**src/rtl/div_unit.sv**
```systemverilog
// RV32M restoring divider (DIV/DIVU/REM/REMU), one quotient bit per cycle; ready in cycle XLEN+1, div-by-zero/overflow in cycle 1.
// No backpressure: result is offered for the single ready cycle; dropping enable while busy aborts the operation.
module div_unit #(
  parameter int XLEN = 32
) (
  input  logic            clock,
  input  logic            reset,
  input  logic            enable,
  input  logic [1:0]      op,
  input  logic [XLEN-1:0] rdata1,
  input  logic [XLEN-1:0] rdata2,
  output logic [XLEN-1:0] result,
  output logic            ready
);

  localparam int CW = $clog2(XLEN + 1);
  localparam logic [XLEN-1:0] INT_MIN = {1'b1, {(XLEN-1){1'b0}}};

  typedef enum logic [1:0] {IDLE, BUSY, DONE} state_t;

  state_t          state;
  logic [CW-1:0]   cnt;
  logic            rem_sel;
  logic            neg_quo;
  logic            neg_rem;
  logic [XLEN-1:0] rem_q;
  logic [XLEN-1:0] quo_q;
  logic [XLEN-1:0] dvs_q;

  // Request decode, only meaningful in IDLE
  logic            is_signed;
  logic            a_neg;
  logic            b_neg;
  logic [XLEN-1:0] abs_a;
  logic [XLEN-1:0] abs_b;
  logic            div_zero;
  logic            overflow;

  always_comb begin
    is_signed = ~op[0];
    a_neg     = is_signed & rdata1[XLEN-1];
    b_neg     = is_signed & rdata2[XLEN-1];
    abs_a     = a_neg ? -rdata1 : rdata1;
    abs_b     = b_neg ? -rdata2 : rdata2;
    div_zero  = (rdata2 == '0);
    overflow  = is_signed && (rdata1 == INT_MIN) && (rdata2 == '1);
  end

  // One restoring step; the shifted remainder needs one extra bit before the trial subtract
  logic [XLEN:0]   shifted;
  logic [XLEN:0]   trial;
  logic [XLEN-1:0] new_rem;
  logic [XLEN-1:0] new_quo;
  logic [XLEN-1:0] fin_quo;
  logic [XLEN-1:0] fin_rem;

  always_comb begin
    shifted = {rem_q, quo_q[XLEN-1]};
    trial   = shifted - {1'b0, dvs_q};
    new_rem = trial[XLEN] ? shifted[XLEN-1:0] : trial[XLEN-1:0];
    new_quo = {quo_q[XLEN-2:0], ~trial[XLEN]};
    fin_quo = neg_quo ? -new_quo : new_quo;
    fin_rem = neg_rem ? -new_rem : new_rem;
  end

  always_ff @(posedge clock or negedge reset) begin
    if (!reset) begin
      state   <= IDLE;
      cnt     <= '0;
      rem_sel <= 1'b0;
      neg_quo <= 1'b0;
      neg_rem <= 1'b0;
      rem_q   <= '0;
      quo_q   <= '0;
      dvs_q   <= '0;
      result  <= '0;
      ready   <= 1'b0;
    end else begin
      case (state)
        IDLE: begin
          ready <= 1'b0;
          if (enable) begin
            rem_sel <= op[1];
            neg_quo <= a_neg ^ b_neg;
            neg_rem <= a_neg;
            if (div_zero) begin
              state  <= DONE;
              ready  <= 1'b1;
              result <= op[1] ? rdata1 : '1;
            end else if (overflow) begin
              state  <= DONE;
              ready  <= 1'b1;
              result <= op[1] ? '0 : INT_MIN;
            end else begin
              state <= BUSY;
              cnt   <= CW'(XLEN);
              rem_q <= '0;
              quo_q <= abs_a;
              dvs_q <= abs_b;
            end
          end
        end
        BUSY: begin
          if (!enable) begin
            state <= IDLE;
          end else begin
            rem_q <= new_rem;
            quo_q <= new_quo;
            cnt   <= cnt - CW'(1);
            if (cnt == CW'(1)) begin
              state  <= DONE;
              ready  <= 1'b1;
              result <= rem_sel ? fin_rem : fin_quo;
            end
          end
        end
        DONE: begin
          // enable ignored here so a still-held request is not recomputed
          ready <= 1'b0;
          state <= IDLE;
        end
        default: begin
          ready <= 1'b0;
          state <= IDLE;
        end
      endcase
    end
  end

endmodule

```
**config.mk**
```make
export PLATFORM = sky130hd
export DESIGN_NAME = div_unit
export DESIGN_NICKNAME = d
export VERILOG_FILES = /design/src/rtl/div_unit.sv
export SDC_FILE = /design/constraint.sdc
export NUM_CORES = 1
export LEC_CHECK = 0
export CORE_AREA = 2 2 168 170
export CTS_CLUSTER_SIZE = 12
export DETAILED_ROUTE_END_ITERATION = 6
export DIE_AREA = 0 0 170 172
export HOLD_SLACK_MARGIN = 0.02
export SLEW_MARGIN = 10
export SYNTH_ARGS = -nofsm -noshare
export SYNTH_HDL_FRONTEND = slang
export SYNTH_SLANG_ARGS = --single-unit
```
**constraint.sdc**
```tcl
create_clock -name clock -period 5.79 [get_ports clock]
set_input_delay 0.579 -clock clock [delete_from_list [all_inputs] [get_ports clock]]
set_output_delay 0.579 -clock clock [all_outputs]
set_load 0.03 [all_outputs]
```
==> impl_results.md <==
* Cell area after synthesis at 12,200 sq um
* Portion of total power attributed to sequential cells at 0.308
* Unrepaired setup endpoints after global routing: no
* Slew @ Worst Pin at roughly 1.1 ns
* Yosys cell types at 97
* Number of enable flip-flop cells after synthesis at 0
* Vias/cell at roughly 6.2
* Number of buffers added for setup after CTS at 0
* Final-layout setup total negative slack at 0 ns
* Dominant cell type by count on the critical path: a21oi_1
* Most frequent standard cell in the layout excluding fill and tap cells: o21ai_0
* Number of nets in the final layout at 1,727
* Total routed wirelength at 42,800 microns
* Worst supply voltage drop on vdd at 0.199 mV
* Effective utilization at floorplan at 0.445
* Remaining routing DRC violations at 0
* Total of max-cap violations at 0
* Switching power total at ~2.1 mW
* Clock Pin Slew Worst Setup and Hold Paths at 0.07 ns
* Max Fanout on Critical Path at 12
* Hold/Removal Path Class: input port to asynchronous set/reset pin
* Async set-reset flop share out of synthesis at 1.00
* Half-perimeter wire length after placement at roughly 33,000 microns
* Data arrival at the endpoint of the critical path at around 5.5 ns
* Worst Skew at approximately 0.0094 ns
* Flip-flop and latch count after synthesis at 140
* Buf/Inv on CP at 1
* Hold bufs inserted after CTS at 0
* Commonest cells after routing, fill and taps aside: o21ai_0 (184), nand2_1 (177), a21oi_1 (141)
* Initial antenna violation count at 0
* Via count of the first global-routing pass at 11.4k
* Net switching fraction of the power at 0.448
* Reg2reg setup slack at ~0.65 ns
* Setup-failing EPs final at 0
* Worst r2r src: rem_q[16]
* CP peak stage delay at approximately 0.49 ns
* Portion of total power attributed to combinational logic at 0.456
* Area of the multi-input gates at around 8100 sq um
* Clock buffer depth at 2
* DRC marker count from the first detailed-route iteration at approximately 1.1k
* Fraction of layout instances using a drive strength above 1 at 0.0717
* Number of placement rows at 61
* Endpoint of the lowest-slack register-to-register path: result[20]
* Sequential-to-total area share from yosys stat at 0.286
* Number of filler instances in the final layout at 2,691
* Global placer's final weighted congestion at between 0.9 and 1
* Top-level I/O count at about 100
* Critical path's top delay family: compound AO/OA/AOI/OAI gates
* Routed WL per cell at around 22 microns
* Number of cells traversed by the worst register-to-register path at 18
* Placed Cells at around 2k
* Most used DFF post-synth: dfrtp_1
* Origin of the worst setup path: rem_q[16]
* Global-route congestion overflow total at 0
* Slowest cell on crit path: dfrtp_1
* Global-route wire length before repair at approximately 67,000 microns
* Resized Gates After CTS at 0
* Signed area change from the synthesized netlist to the final layout at 14.5%
* CP cell instances: ha_1 -> a21oi_1 -> o21a_1 -> o22a_1 -> nand4_1 -> o211ai_4 -> nor2_8 -> inv_2 -> nor2_1 -> a21oi_1 -> ha_1 -> or4b_1 -> nor4_2 -> a31oi_4 -> o31ai_1 -> xor2_1 -> a21oi_1 -> a21oi_1
* Post-synth net total at ~1.7k
* Post-synthesis cell count at 1,565
* Pwr per Cell Area at between 300 and 400 nW/um^2
* Required @ worst endpoint at a little over 6 ns
* Fin crit period at 5.14 ns
* Relative slew slack at 0.247
* Placeable Area at between 20,000 and 30,000 sq um
* Post-Layout Cell Count at ~2.0k
* Top achievable clock speed at slightly below 200 MHz
* Iteration count of the initial detailed-routing pass at 5
* Number of stages on the worst setup path at 18
* Cell taking the most area after synthesis: dfrtp_1
* Post-detailed-route count of antenna-violating nets at 0
* Horizontal extent of the die at 170 microns
* Total die area at 29,200 sq um
* Number of H-tree branching levels at 4
* Total leakage power at 5.63 nW
* Clock tree from TritonCTS: built
* Number of antenna repair diodes at 0
* Area fraction of the dominant cell type after synthesis at 0.286
* Total power consumption of the routed design at ~4.6 mW
* Worst Setup Start Kind: flop
* Clock network fraction of total power at 0.237
* Vias after detailed routing at approximately 12k
* Period Utilization, post-route at 0.888
* Crit path capture type: flop
* Clock sinks at 140
* Port Buffers at 101
* Internal power at about 2.5 mW
* All-layer global routing usage at 0.297
* Number of buffers created by CTS at 17
* Root Buffer Master: clkbuf_16
* Hold Vio Cnt, Final at 0
* Worst setup path class: flop to flop
* Clk_lat worst skew at about 0.44 ns
* Area taken by flip-flops and latches at 3500 sq um
* Die Y at approximately 170 microns
* Most area-consuming cells after synthesis: dfrtp_1 (29%), o21ai_0 (7.5%), a21oi_1 (5.8%)
* Final slew viol count at 0
* Mean post-synth cell area at 7.82 sq um
* Pin count of the biggest net entering global routing at a little over 90
* Run status: complete, no violations
* Number of warning messages in the yosys log at 0
worst register-to-register path, stage by stage, from the launching register on:
cell and delay, ns:
dfrtp_1 0.49, ha_1 0.47, a21oi_1 0.27, o21a_1 0.22, o22a_1 0.19, nand4_1 0.18, o211ai_4 0.40, nor2_8 0.05
inv_2 0.21, nor2_1 0.06, a21oi_1 0.22, ha_1 0.30, or4b_1 0.48, nor4_2 0.30, a31oi_4 0.22, o31ai_1 0.41
xor2_1 0.29, a21oi_1 0.13, a21oi_1 0.19
synthesized netlist by cell type, types with 14 or more instances:
| cell type | n |
|---|---|
| nand4_1 | 24 |
| xnor2_1 | 75 |
| nor3_1 | 29 |
| nor4_1 | 18 |
| nor2_1 | 141 |
| a31oi_1 | 15 |
| ha_1 | 39 |
| o31ai_1 | 27 |
| inv_1 | 59 |
| o211ai_1 | 14 |
| a21o_1 | 15 |
| xor2_1 | 62 |
| mux2i_1 | 33 |
| dfrtp_1 | 140 |
| clkbuf_1 | 51 |
| nand3_1 | 15 |
| nand2_1 | 177 |
| o21ai_0 | 184 |
| o21ai_1 | 14 |
| buf_2 | 22 |
| a21oi_1 | 142 |
| or3_1 | 28 |
| nand2b_1 | 23 |
logic make-up (layout without fill, tap and decap cells):
| family | count (synthesis) | after routing | synth area share |
|---|---|---|---|
| AOI/OAI and AO/OA | 527 | 527 | 0.274 |
| DFF | 140 | 140 | 0.286 |
| buffers and inverters | 150 | 216 | 0.0529 |
| xor gates and xnor gates | 137 | 137 | 0.0981 |
| adders and majority gates | 40 | 40 | 0.0415 |
| muxes | 42 | 42 | 0.0355 |
| and+or+nand+nor | 529 | 529 | 0.211 |
worst max-delay path by stage:
stage | end | slack [ns]
finish | result[20] | 0.65
global route | result[28] | 0.22
CTS | result[28] | 0.71
detailed placement | result[28] | 0.72
global placement | result[28] | 0.78
floorplan | result[28] | 0.83
area by class of cell:
| class | count | share of cell area |
|---|---|---|
| Multi-Input combinational cell | 1275 | 0.578 |
| Clock inverter | 15 | 0.00928 |
| Inverter | 61 | 0.0163 |
| Tap cell | 346 | 0.0309 |
| Timing Repair Buffer | 123 | 0.0849 |
| Sequential cell | 140 | 0.250 |
| Clock buffer | 17 | 0.0304 |
routing by layer:
metal | vias up | GRT usage | routed length (microns)
met1 | 5971 | 0.430 | 20200
met5 | - | 0 | 0
met4 | 0 | 0.0609 | 535
met3 | 45 | 0.0554 | 3110
li1 | 5768 | - | -
met2 | 457 | 0.464 | 19000
power by group through the flow:
stage,sequential [mW],clock [mW],combinational (mW)
floorplan,1.49,0,1.28
global route,1.44,1.13,2.28
CTS,1.41,1.10,2.07
finish,1.41,1.08,2.09
detailed placement,1.43,0,2.06
global placement,1.42,0,2.05
metrics by stage:
step	setup slack [ns]	util	area, sq um	hold slack, ns
floorplan	0.828	-	12200	0.283
global placement	0.785	0.490	13500	0.471
detailed placement	0.722	0.490	13500	0.474
CTS	0.708	0.510	14000	0.289
global route	0.218	0.510	14000	0.270
finish	0.647	0.510	14000	0.178
state kept, by name (all words and copies together), names as in the netlist, 2 cells and up:
signal  flops
dvs_q      32
quo_q      32
rem_q      32
result     32
cnt         6
state       2
Power figures use the tool's default switching activity.
